[src/rtl/sorter_pkg.sv]
// Shared constants, state encoding and load-strobe encodings for sorted_pair_loader.
package sorter_pkg;

   localparam int N_LIST = 4;

   typedef enum logic [1:0] {
      FILL_B = 2'd0,
      LOAD_B = 2'd1,
      FILL_A = 2'd2,
      LOAD_A = 2'd3
   } state_t;

   localparam logic [1:0] LOAD_NONE  = 2'b00;
   localparam logic [1:0] LOAD_BHALF = 2'b01;
   localparam logic [1:0] LOAD_AHALF = 2'b10;

   function automatic logic is_fill(input state_t s);
      return (s == FILL_B) || (s == FILL_A);
   endfunction

endpackage

[src/rtl/sorted_pair_loader_insert_sort4.sv]
// Combinational next-buffer for one insertion step into a 4-entry ascending list,
// with optional all-ones padding of the slots left empty after the insertion.
module insert_sort4
   import sorter_pkg::*;
#(
   parameter int WIDTH = 3
) (
   input  logic [N_LIST-1:0][WIDTH-1:0] list_i,
   input  logic [2:0]                   cnt_i,
   input  logic [WIDTH-1:0]             data_i,
   input  logic                         ins_i,
   input  logic                         pad_i,
   output logic [N_LIST-1:0][WIDTH-1:0] list_o,
   output logic [2:0]                   cnt_o
);

   logic [2:0] pos;
   logic       found;

   // Strict greater-than places a new sample after any existing equals.
   always_comb begin
      // NOTE: every output of a combinational block gets a default first so no latch is inferred.
      pos   = cnt_i;
      found = 1'b0;
      for (int k = 0; k < N_LIST; k++) begin
         if (!found && (k < int'(cnt_i)) && (list_i[k] > data_i)) begin
            pos   = 3'(k);
            found = 1'b1;
         end
      end
   end

   always_comb begin
      cnt_o  = cnt_i + {2'b00, ins_i};
      list_o = list_i;
      for (int k = 1; k < N_LIST; k++) begin
         if (ins_i && (k > int'(pos)) && (k <= int'(cnt_i))) list_o[k] = list_i[k-1];
      end
      for (int k = 0; k < N_LIST; k++) begin
         if (ins_i && (k == int'(pos))) list_o[k] = data_i;
         if (pad_i && (k >= int'(cnt_o))) list_o[k] = '1;
      end
   end

endmodule

[src/rtl/sorted_pair_loader.sv]
// Serial sample collector: sorts groups of 4 and hands them to the 4+4 merge as B then A.
// Optional FLUSH_PAD_EN adds a flush input that pads a partial list with all-ones.
module sorted_pair_loader
   import sorter_pkg::*;
#(
   parameter int WIDTH = 3,
   parameter int N     = 4
) (
   input  logic                 clk,
   input  logic                 rst,
   input  logic                 in_valid,
   input  logic [WIDTH-1:0]     in_data,
`ifdef FLUSH_PAD_EN
   input  logic                 flush,
`endif
   output logic                 in_ready,
   output logic [1:0]           load,
   output logic [8*WIDTH-1:0]   inba,
   output logic                 pair_done,
   output logic                 busy
);

   localparam int LIST_W = N * WIDTH;

   state_t                       state_q, state_d;
   logic [2:0]                   cnt_q, cnt_d;
   logic [N_LIST-1:0][WIDTH-1:0] list_q, list_d, list_ins;
   logic [2:0]                   cnt_ins;
   logic [8*WIDTH-1:0]           inba_q, inba_d;
   logic [1:0]                   load_q, load_d;
   logic                         pair_done_q, pair_done_d;
   logic                         xfer;
   logic                         pad;

   assign in_ready = is_fill(state_q);
   assign xfer     = in_valid && in_ready;

`ifdef FLUSH_PAD_EN
   assign pad = flush && is_fill(state_q) && (cnt_q != 3'd0);
`else
   assign pad = 1'b0;
`endif

   insert_sort4 #(.WIDTH(WIDTH)) u_insert (
      .list_i (list_q),
      .cnt_i  (cnt_q),
      .data_i (in_data),
      .ins_i  (xfer),
      .pad_i  (pad),
      .list_o (list_ins),
      .cnt_o  (cnt_ins)
   );

   always_comb begin
      state_d     = state_q;
      cnt_d       = cnt_q;
      list_d      = list_q;
      inba_d      = inba_q;
      load_d      = LOAD_NONE;
      pair_done_d = 1'b0;
      case (state_q)
         FILL_B, FILL_A: begin
            if (xfer || pad) begin
               list_d = list_ins;
               cnt_d  = cnt_ins;
               if ((cnt_ins == 3'(N_LIST)) || pad) begin
                  if (state_q == FILL_B) begin
                     state_d               = LOAD_B;
                     inba_d[LIST_W-1:0]    = list_ins;
                     load_d                = LOAD_BHALF;
                  end else begin
                     state_d                  = LOAD_A;
                     inba_d[2*LIST_W-1:LIST_W] = list_ins;
                     load_d                   = LOAD_AHALF;
                     pair_done_d              = 1'b1;
                  end
               end
            end
         end
         LOAD_B: begin
            cnt_d   = 3'd0;
            list_d  = '0;
            state_d = FILL_A;
         end
         LOAD_A: begin
            cnt_d   = 3'd0;
            list_d  = '0;
            state_d = FILL_B;
         end
         default: state_d = FILL_B;
      endcase
   end

   // The sort buffer is reset as well: a partial list must never leak into the next one.
   always_ff @(posedge clk) begin
      if (rst) begin
         // NOTE: sequential state uses non-blocking assignments only.
         state_q     <= FILL_B;
         cnt_q       <= 3'd0;
         list_q      <= '0;
         inba_q      <= '0;
         load_q      <= LOAD_NONE;
         pair_done_q <= 1'b0;
      end else begin
         state_q     <= state_d;
         cnt_q       <= cnt_d;
         list_q      <= list_d;
         inba_q      <= inba_d;
         load_q      <= load_d;
         pair_done_q <= pair_done_d;
      end
   end

   assign load      = load_q;
   assign inba      = inba_q;
   assign pair_done = pair_done_q;
   assign busy      = (cnt_q != 3'd0) || !is_fill(state_q);

endmodule
[config.mk]
export PLATFORM = sky130hd
export DESIGN_NAME = sorted_pair_loader
export DESIGN_NICKNAME = d
export VERILOG_FILES = /design/src/rtl/sorter_pkg.sv /design/src/rtl/sorted_pair_loader_insert_sort4.sv /design/src/rtl/sorted_pair_loader.sv
export SDC_FILE = /design/constraint.sdc
export NUM_CORES = 1
export LEC_CHECK = 0
export CAP_MARGIN = 20
export CORE_ASPECT_RATIO = 1.25
export CORE_UTILIZATION = 40
export DETAILED_ROUTE_END_ITERATION = 10
export SYNTH_ARGS = -nofsm -noshare
export SYNTH_HDL_FRONTEND = slang
export SYNTH_SLANG_ARGS = --single-unit
[constraint.sdc]
create_clock -name clk -period 7.2 [get_ports clk]
set_input_delay 1.08 -clock clk [delete_from_list [all_inputs] [get_ports clk]]
set_output_delay 1.08 -clock clk [all_outputs]
set_load 0.05 [all_outputs]
==> summary.json, run 1 <==
{
  "status": "complete, no violations",
  "dominantRegCellSynth": "dfxtp_1",
  "hold_ws_ps": 495.3,
  "static-leakage-power_nw": 1.149,
  "antenna_diode_count": 0,
  "timing.critical_path.fanout_max": 11,
  "critPathRequiredTime_ps": 7410,
  "final_layout_size_suffix_gt1_frac": 0.08333,
  "tritoncts_buffers": 5,
  "area_growth_syn_to_layout_pct": 16.37,
  "synthAdderAreaFrac": 0.08230,
  "synth.yosys.seq_area_share": 0.3146,
  "floorplan.io_pins": 35,
  "avg_inst_size_synth_sq_um": 8.742,
  "asyncSetResetFlopFracSynth": 0,
  "yosys-top-cells-count": "43 x dfxtp_1, 28 x nor2_1, 18 x ha_1, 18 x o21ai_0, 16 x nand2_1",
  "rsz_0062_raised_after_global_routing": "no",
  "globalRoute.totalOverflow": 0,
  "dominant_combinational_cell_family_by_area_after_synthesis": "compound AO/OA/AOI/OAI gates",
  "dieArea_sq_um": 7178,
  "setup.worst_path.start_class": "primary input",
  "wl_per_cell_um": 17.73,
  "synth-warning-count": 0,
  "globalRouteTotalUtil": 0.2170,
  "vias": 2567,
  "layout_min_cycle_time_ps": 4297,
  "antenna_left": 0,
  "cts_setup_buffers": 0,
  "worst_rel_slew_slack": 0.4466,
  "power_per_cell_area_nw_per_um2": 164.4,
  "initial_core_util": 0.4142,
  "h_tree_depth_reported_by_cts": 2,
  "synth_cell_type_count": 59,
  "synth-edff-count": 0,
  "postSynthRegisterBits": 43,
  "synth.top_cell.area_share": 0.3146,
  "yosys.area.top_type": "dfxtp_1",
  "cts.path.max_buffers": 2,
  "core.rowCount": 33,
  "maxClockFrequency_mhz": 232.7,
  "final-setup-viol-count": 0,
  "timing_worst_setup_path_type": "in2reg",
  "timing.setup.tns_ps": 0,
  "hold_class": "reg2reg",
  "routed_wire_length_um": 7498,
  "maxSlewViolCount": 0,
  "cap_viol_max_count": 0,
  "fp.coreArea_sq_um": 6606,
  "ys_top_cells_by_area": "dfxtp_1 31%, ha_1 8.2%, nor2_1 3.8%, o41ai_1 3.8%, o21ai_0 3.3%",
  "die_width_um": 75.98,
  "synth-xor-area-share": 0.003201,
  "worst_skew_pair.late_latency_ps": 300,
  "maximum_number_of_pins_on_one_net_before_global_route_repair": 41,
  "post_synth_instance_area_sq_um": 2736,
  "worst_ep_arrival_time_ps": 4510,
  "path_clk_slew_ps": 80,
  "post_cts_hold_buffer_count": 0,
  "total_nets_after_synthesis": 337,
  "grt_first_pass_wirelength_um": 12250,
  "netlist_instances": 313,
  "max_slew.worst_pin.slew_ps": 827.0,
  "finalClockSkew_ps": 7.533,
  "initial_antenna_violation_count": 0,
  "post_cts.resized_instances": 0,
  "root_buffer": "clkbuf_8",
  "first_global_vias": 2447,
  "tritoncts_clock_tree": "built",
  "post_drt_via_cell_ratio": 6.069,
  "dpl.hpwl_um": 5633,
  "nNetsFinal": 359,
  "synth_compound_area_frac": 0.3265,
  "routabilityCongestion": 0.8497,
  "most_frequently_used_cell_type_in_the_post_synthesis_netlist": "dfxtp_1",
  "firstDrtPassIters": 4,
  "drcViolationCount": 0,
  "muxShareOfSynthArea": 0.003658,
  "drc_violation_total_after_the_first_tritonroute_iteration": 158,
  "fin_ws_ps": 2903,
  "floorplan.die.height_um": 94.48,
  "report.final.hold_viol_count": 0,
  "synthSimpleGateAreaFrac": 0.2176,
  "port_buffers": 34,
  "worst_ir_drop_vdd_uv": 88.26,
  "post-route-period-util": 0.5969,
  "post-place-ws_ps": 2650,
  "worst_setup_ep_type": "flop",
  "clock_tree_sinks": 43
}
-- power by group --
part           switching, W  total [W]  internal (W)
clock             0.0000855   0.000153     0.0000679
combinational     0.0000795   0.000121     0.0000412
sequential       0.00000740   0.000249      0.000242
-- through the flow --
step           std cells  power [W]  instance area (sq um)  utilization
2_1_floorplan        313  0.0003444                   2736            -
3_3_place_gp         415  0.0003747                   3099       0.4691
3_5_place_dp         415  0.0003755                   3099       0.4691
4_1_cts              423  0.0005279                   3184       0.4820
5_1_grt              423  0.0005504                   3184       0.4820
6_report             423  0.0005234                   3184       0.4820
-- kinds of logic (layout without fill, tap and decap cells) --
family	after synthesis	after routing
DFF	43	43
xor gates and xnor gates	1	1
muxes	1	1
adders and majority gates	18	18
buffers and inverters	32	55
AOI/OAI and AO/OA	114	114
and+or+nand+nor	104	104
-- layout by cell type (no fill, tap or decap), types with 3 or more instances in the layout --
master	instances
clkbuf_8	5
a41oi_1	5
nor4_1	6
ha_1	18
o32ai_1	3
a22oi_1	6
nand3_1	8
a21oi_1	13
a221o_1	6
a21bo_2	3
nand2_1	16
o21ai_0	18
o211a_1	3
a2111oi_0	7
nor2_1	28
o41ai_1	12
o21bai_1	4
dfxtp_1	43
inv_1	11
nor3b_1	7
o21ai_1	4
or2_2	3
clkdlybuf4s50_1	34
nand2b_1	6
and2_1	4
o221ai_1	3
nand3b_1	11
o31ai_1	4
a31oi_1	5
and3_1	3
a221oi_1	3
-- state kept, by name, indices dropped and copies added (netlist names) --
register / cells
load: 2
list_q: 12
inba: 24
state_q: 2
cnt_q: 3
-- critical path: stages --
cell	delay [ps]
clkdlybuf4s50_1	450
o21ai_1	300
inv_1	220
ha_1	240
ha_1	200
xnor2_1	150
nor4b_2	460
nand3b_1	460
nor2_1	580
o41ai_1	160
o21ai_0	210
-- metal layers --
metal	vias to the layer above	routed length (um)	global-route usage
met3	4	234	0.03188
met2	52	3892	0.4045
met5	-	0	0
met4	0	76	0.06891
li1	1258	-	-
met1	1253	3295	0.2562
-- layout make-up --
cell class,instances,area (sq um)
clock inverters,2,12.51
flip-flops and latches,43,860.8
fillers,657,3422
multi-input cells,238,1733
repair buffers,36,355.3
clock buffers,6,72.57
well taps,87,108.9
inverters,11,41.29
-- worst paths after layout --
path | from | slack, ps | cells after the start | to
max reg2reg | state_q[0] | 3260 | 12 | inba[15]
min reg2reg | inba[4] | 500 | 2 | inba[4]
min | inba[4] | 500 | 2 | inba[4]
max | in_valid | 2900 | 11 | inba[15]
Note: power is estimated with default switching activity, not from simulation.
==> run 2, diff against run 1 <==
==> constraint.sdc (replaced) <==
create_clock -name clk -period 3.6 [get_ports clk]
set_input_delay 0.54 -clock clk [delete_from_list [all_inputs] [get_ports clk]]
set_output_delay 0.54 -clock clk [all_outputs]
set_load 0.05 [all_outputs]
==> run 2 against run 1 <==
Compared with the run above: combinational power grew 120%; utilization grew 1.9 points; power grew 110%; final area grew 3.9%; sequential share of layout area shrank 1.0 points; first-iteration DRC count shrank 11%; die area is the same; flip-flop and latch count is the same.
==> summary.json, run 2 (synthesized netlist as in run 1, its figures left out) <==
{
  "status": "complete, no violations",
  "rsz_0062_raised_after_global_routing": "no",
  "finalClockSkew": {"value": 2.998, "unit": "ps", "change": "-4.535 ps"},
  "initial_antenna_violation_count": {"value": 0, "change": "unchanged"},
  "path_clk_slew": {"value": 80, "unit": "ps", "change": "about the same"},
  "wl_per_cell": {"value": 17.41, "unit": "um", "change": "-1.8%"},
  "globalRouteTotalUtil": {"value": 0.2226, "change": "+0.005647"},
  "route.top_layer_used": "met4",
  "antenna_left": {"value": 0, "change": "unchanged"},
  "worst-r2r-cell-count": {"value": 12, "change": "unchanged"},
  "final_layout_size_suffix_gt1_frac": {"value": 0.1225, "change": "+0.03917"},
  "antenna_diode_count": {"value": 0, "change": "unchanged"},
  "worst_ir_drop_vdd": {"value": 188.9, "unit": "uV", "change": "+110%"},
  "dieArea": {"value": 7178, "unit": "sq um", "change": "unchanged"},
  "firstDrtPassIters": {"value": 4, "change": "unchanged"},
  "crit_chain": "clkdlybuf4s50_1 -> inv_1 -> ha_1 -> a21oi_1 -> nand2_1 -> and3_1 -> o41ai_1 -> o221ai_1 -> a2111oi_0",
  "hold_class": "reg2reg",
  "cap_viol_max_count": {"value": 0, "change": "unchanged"},
  "die_width": {"value": 75.98, "unit": "um", "change": "unchanged"},
  "crit-reg2reg-launch": "state_q[0]",
  "root_buffer": "clkbuf_8",
  "wl_met1": {"value": 3519, "unit": "um", "change": "+6.8%"},
  "maxSlewViolCount": {"value": 0, "change": "unchanged"},
  "drcViolationCount": {"value": 0, "change": "unchanged"},
  "max_slew.worst_pin.slew": {"value": 670.3, "unit": "ps", "change": "-156.8 ps"},
  "floorplan.die.height": {"value": 94.48, "unit": "um", "change": "unchanged"},
  "crit_family": "compound AO/OA/AOI/OAI gates",
  "routed_wire_length": {"value": 7627, "unit": "um", "change": "+1.7%"},
  "globalRoute.totalOverflow": {"value": 0, "change": "unchanged"},
  "tritoncts_buffers": {"value": 5, "change": "unchanged"},
  "report.final.hold_viol_count": {"value": 0, "change": "unchanged"},
  "tritoncts_clock_tree": "built",
  "floorplan.io_pins": {"value": 35, "change": "unchanged"},
  "maxClockFrequency_mhz": 322.0,
  "setup.reg_to_reg.worst_slack": {"value": 630, "unit": "ps", "change": "-2630 ps"},
  "area_growth_syn_to_layout_pct": 20.94,
  "nNetsFinal": {"value": 374, "change": "+4.2%"},
  "static-leakage-power": {"value": 1.227, "unit": "nW", "change": "+6.8%"},
  "core.rowCount": {"value": 33, "change": "unchanged"},
  "drc_violation_total_after_the_first_tritonroute_iteration": {"value": 140, "change": "-11%"},
  "layout.cells.most_common_list": "43 x dfxtp_1, 34 x clkdlybuf4s50_1, 28 x nor2_1",
  "whs_endpoint": "inba[10]",
  "number_of_flip_flops_in_the_largest_register": {"value": 24, "change": "unchanged"},
  "dpl.hpwl": {"value": 5771, "unit": "um", "change": "+2.5%"},
  "worstHoldStart": "inba[10]",
  "post-route-period-util": 0.8626,
  "worst_rel_slew_slack": {"value": 0.5532, "change": "+0.1065"},
  "setup.worst_path.start_class": "primary input",
  "post_cts_hold_buffer_count": {"value": 0, "change": "unchanged"},
  "worst_hold_path.num_cells": {"value": 2, "change": "unchanged"},
  "final-setup-viol-count": {"value": 0, "change": "unchanged"},
  "critical-path-slowest-cell": "clkdlybuf4s50_1",
  "detailroute.wirelength.met2": {"value": 3729, "unit": "um", "change": "-4.2%"},
  "timing_worst_setup_path_type": "in2reg",
  "layout_min_cycle_time_ps": 3105,
  "worst_ep_arrival_time": {"value": 3280, "unit": "ps", "change": "-1230 ps"},
  "power_per_cell_area": {"value": 324.2, "unit": "nW/um^2", "change": "+97%"},
  "routabilityCongestion": {"value": 0.9462, "change": "+11%"},
  "layout_commonest_cell": "dfxtp_1",
  "worst_skew_pair.late_latency": {"value": 300, "unit": "ps", "change": "about the same"},
  "critPathBufInv": {"value": 2, "change": "unchanged"},
  "vias": {"value": 2637, "change": "+2.7%"},
  "initial_core_util": {"value": 0.4142, "change": "unchanged"},
  "final_util": {"value": 0.5009, "change": "+0.01894"},
  "fp.coreArea": {"value": 6606, "unit": "sq um", "change": "unchanged"},
  "regToRegEndpoint": "inba[14]",
  "grt_first_pass_wirelength": {"value": 12610, "unit": "um", "change": "+2.9%"},
  "worst_setup_ep_type": "flop",
  "maximum_number_of_pins_on_one_net_before_global_route_repair": {"value": 35, "change": "-15%"},
  "h_tree_depth_reported_by_cts": {"value": 2, "change": "unchanged"},
  "cp_slowest_stage_delay": {"value": 520, "unit": "ps", "change": "-60 ps"},
  "cts_setup_buffers": {"value": 0, "change": "unchanged"},
  "critPathRequiredTime": {"value": 3780, "unit": "ps", "change": "-3630 ps"},
  "timing.setup.tns": {"value": 0, "unit": "ps", "change": "unchanged"},
  "first_global_vias": {"value": 2486, "change": "+1.6%"},
  "cts.path.max_buffers": {"value": 2, "change": "unchanged"},
  "clock_tree_sinks": {"value": 43, "change": "unchanged"},
  "timing.critical_path.fanout_max": {"value": 6, "change": "-5"},
  "port_buffers": {"value": 34, "change": "unchanged"},
  "post_cts.resized_instances": {"value": 0, "change": "unchanged"},
  "route.met3.wl": {"value": 216, "unit": "um", "change": "-7.7%"},
  "post_drt_via_cell_ratio": {"value": 6.021, "change": "-0.79%"}
}
[run 2: cell count changes in the layout (fill, tap and decap cells not counted), sizes merged]
cell / delta
buf: +15
[run 2: worst max-delay path by stage]
| stage | startpoint | end | slack [ps] | depth (start not counted) |
|---|---|---|---|---|
| global route | in_data[1] | inba[2] | 180 | 9 |
| CTS | in_data[1] | inba[14] | 500 | 9 |
| floorplan | in_data[2] | inba[10] | 610 | 11 |
| detailed placement | in_data[1] | inba[14] | 200 | 9 |
| global placement | in_data[2] | inba[1] | 160 | 9 |
| finish | in_data[2] | inba[1] | 490 | 9 |
[run 2: final cells by class]
class | instances | area, sq um
fillers | 663 | 3297
multi-input cells | 238 | 1733
flip-flops and latches | 43 | 860.8
repair buffers | 51 | 480.5
well taps | 87 | 108.9
clock buffers | 6 | 72.57
inverters | 11 | 41.29
clock inverters | 2 | 12.51
[run 2: metrics by stage]
stage / instance area, sq um / setup WS [ps] / total power (W) / cells / hold slack (ps)
after floorplan: 2736 / 610.3 / 0.0006888 / 313 / 455.9
after global placement: 3224 / 156.7 / 0.0007731 / 430 / 483.9
after detailed placement: 3224 / 200.1 / 0.0007746 / 430 / 471.9
after CTS: 3309 / 502.2 / 0.001078 / 438 / 486.4
after global routing: 3309 / 183.4 / 0.001129 / 438 / 530.8
final: 3309 / 494.7 / 0.001073 / 438 / 489.9
[run 2: routing by layer]
| layer | up-vias | track usage |
|---|---|---|
| li1 | 1288 | - |
| met1 | 1279 | 0.2787 |
| met2 | 58 | 0.3856 |
| met3 | 12 | 0.03671 |
| met4 | 0 | 0.08333 |
| met5 | - | 0 |
[run 2: where the power goes]
group / total (W) / internal, W / leakage, nW / switching (W)
clock: 0.000308 / 0.000136 / 0.0412 / 0.000172
sequential: 0.000498 / 0.000484 / 0.347 / 0.0000144
combinational: 0.000267 / 0.0000995 / 0.839 / 0.000168
total: 0.00107 / 0.000719 / 1.23 / 0.000354
[run 2: worst reg2reg max path: stages, from the launching register on]
cell	delay, ps
dfxtp_1	390
inv_1	80
ha_1	250
o21ai_1	190
inv_1	140
ha_1	200
ha_1	200
xnor2_1	140
nor4b_2	230
buf_4	170
and3b_1	420
nor2_1	80
a2111oi_0	360
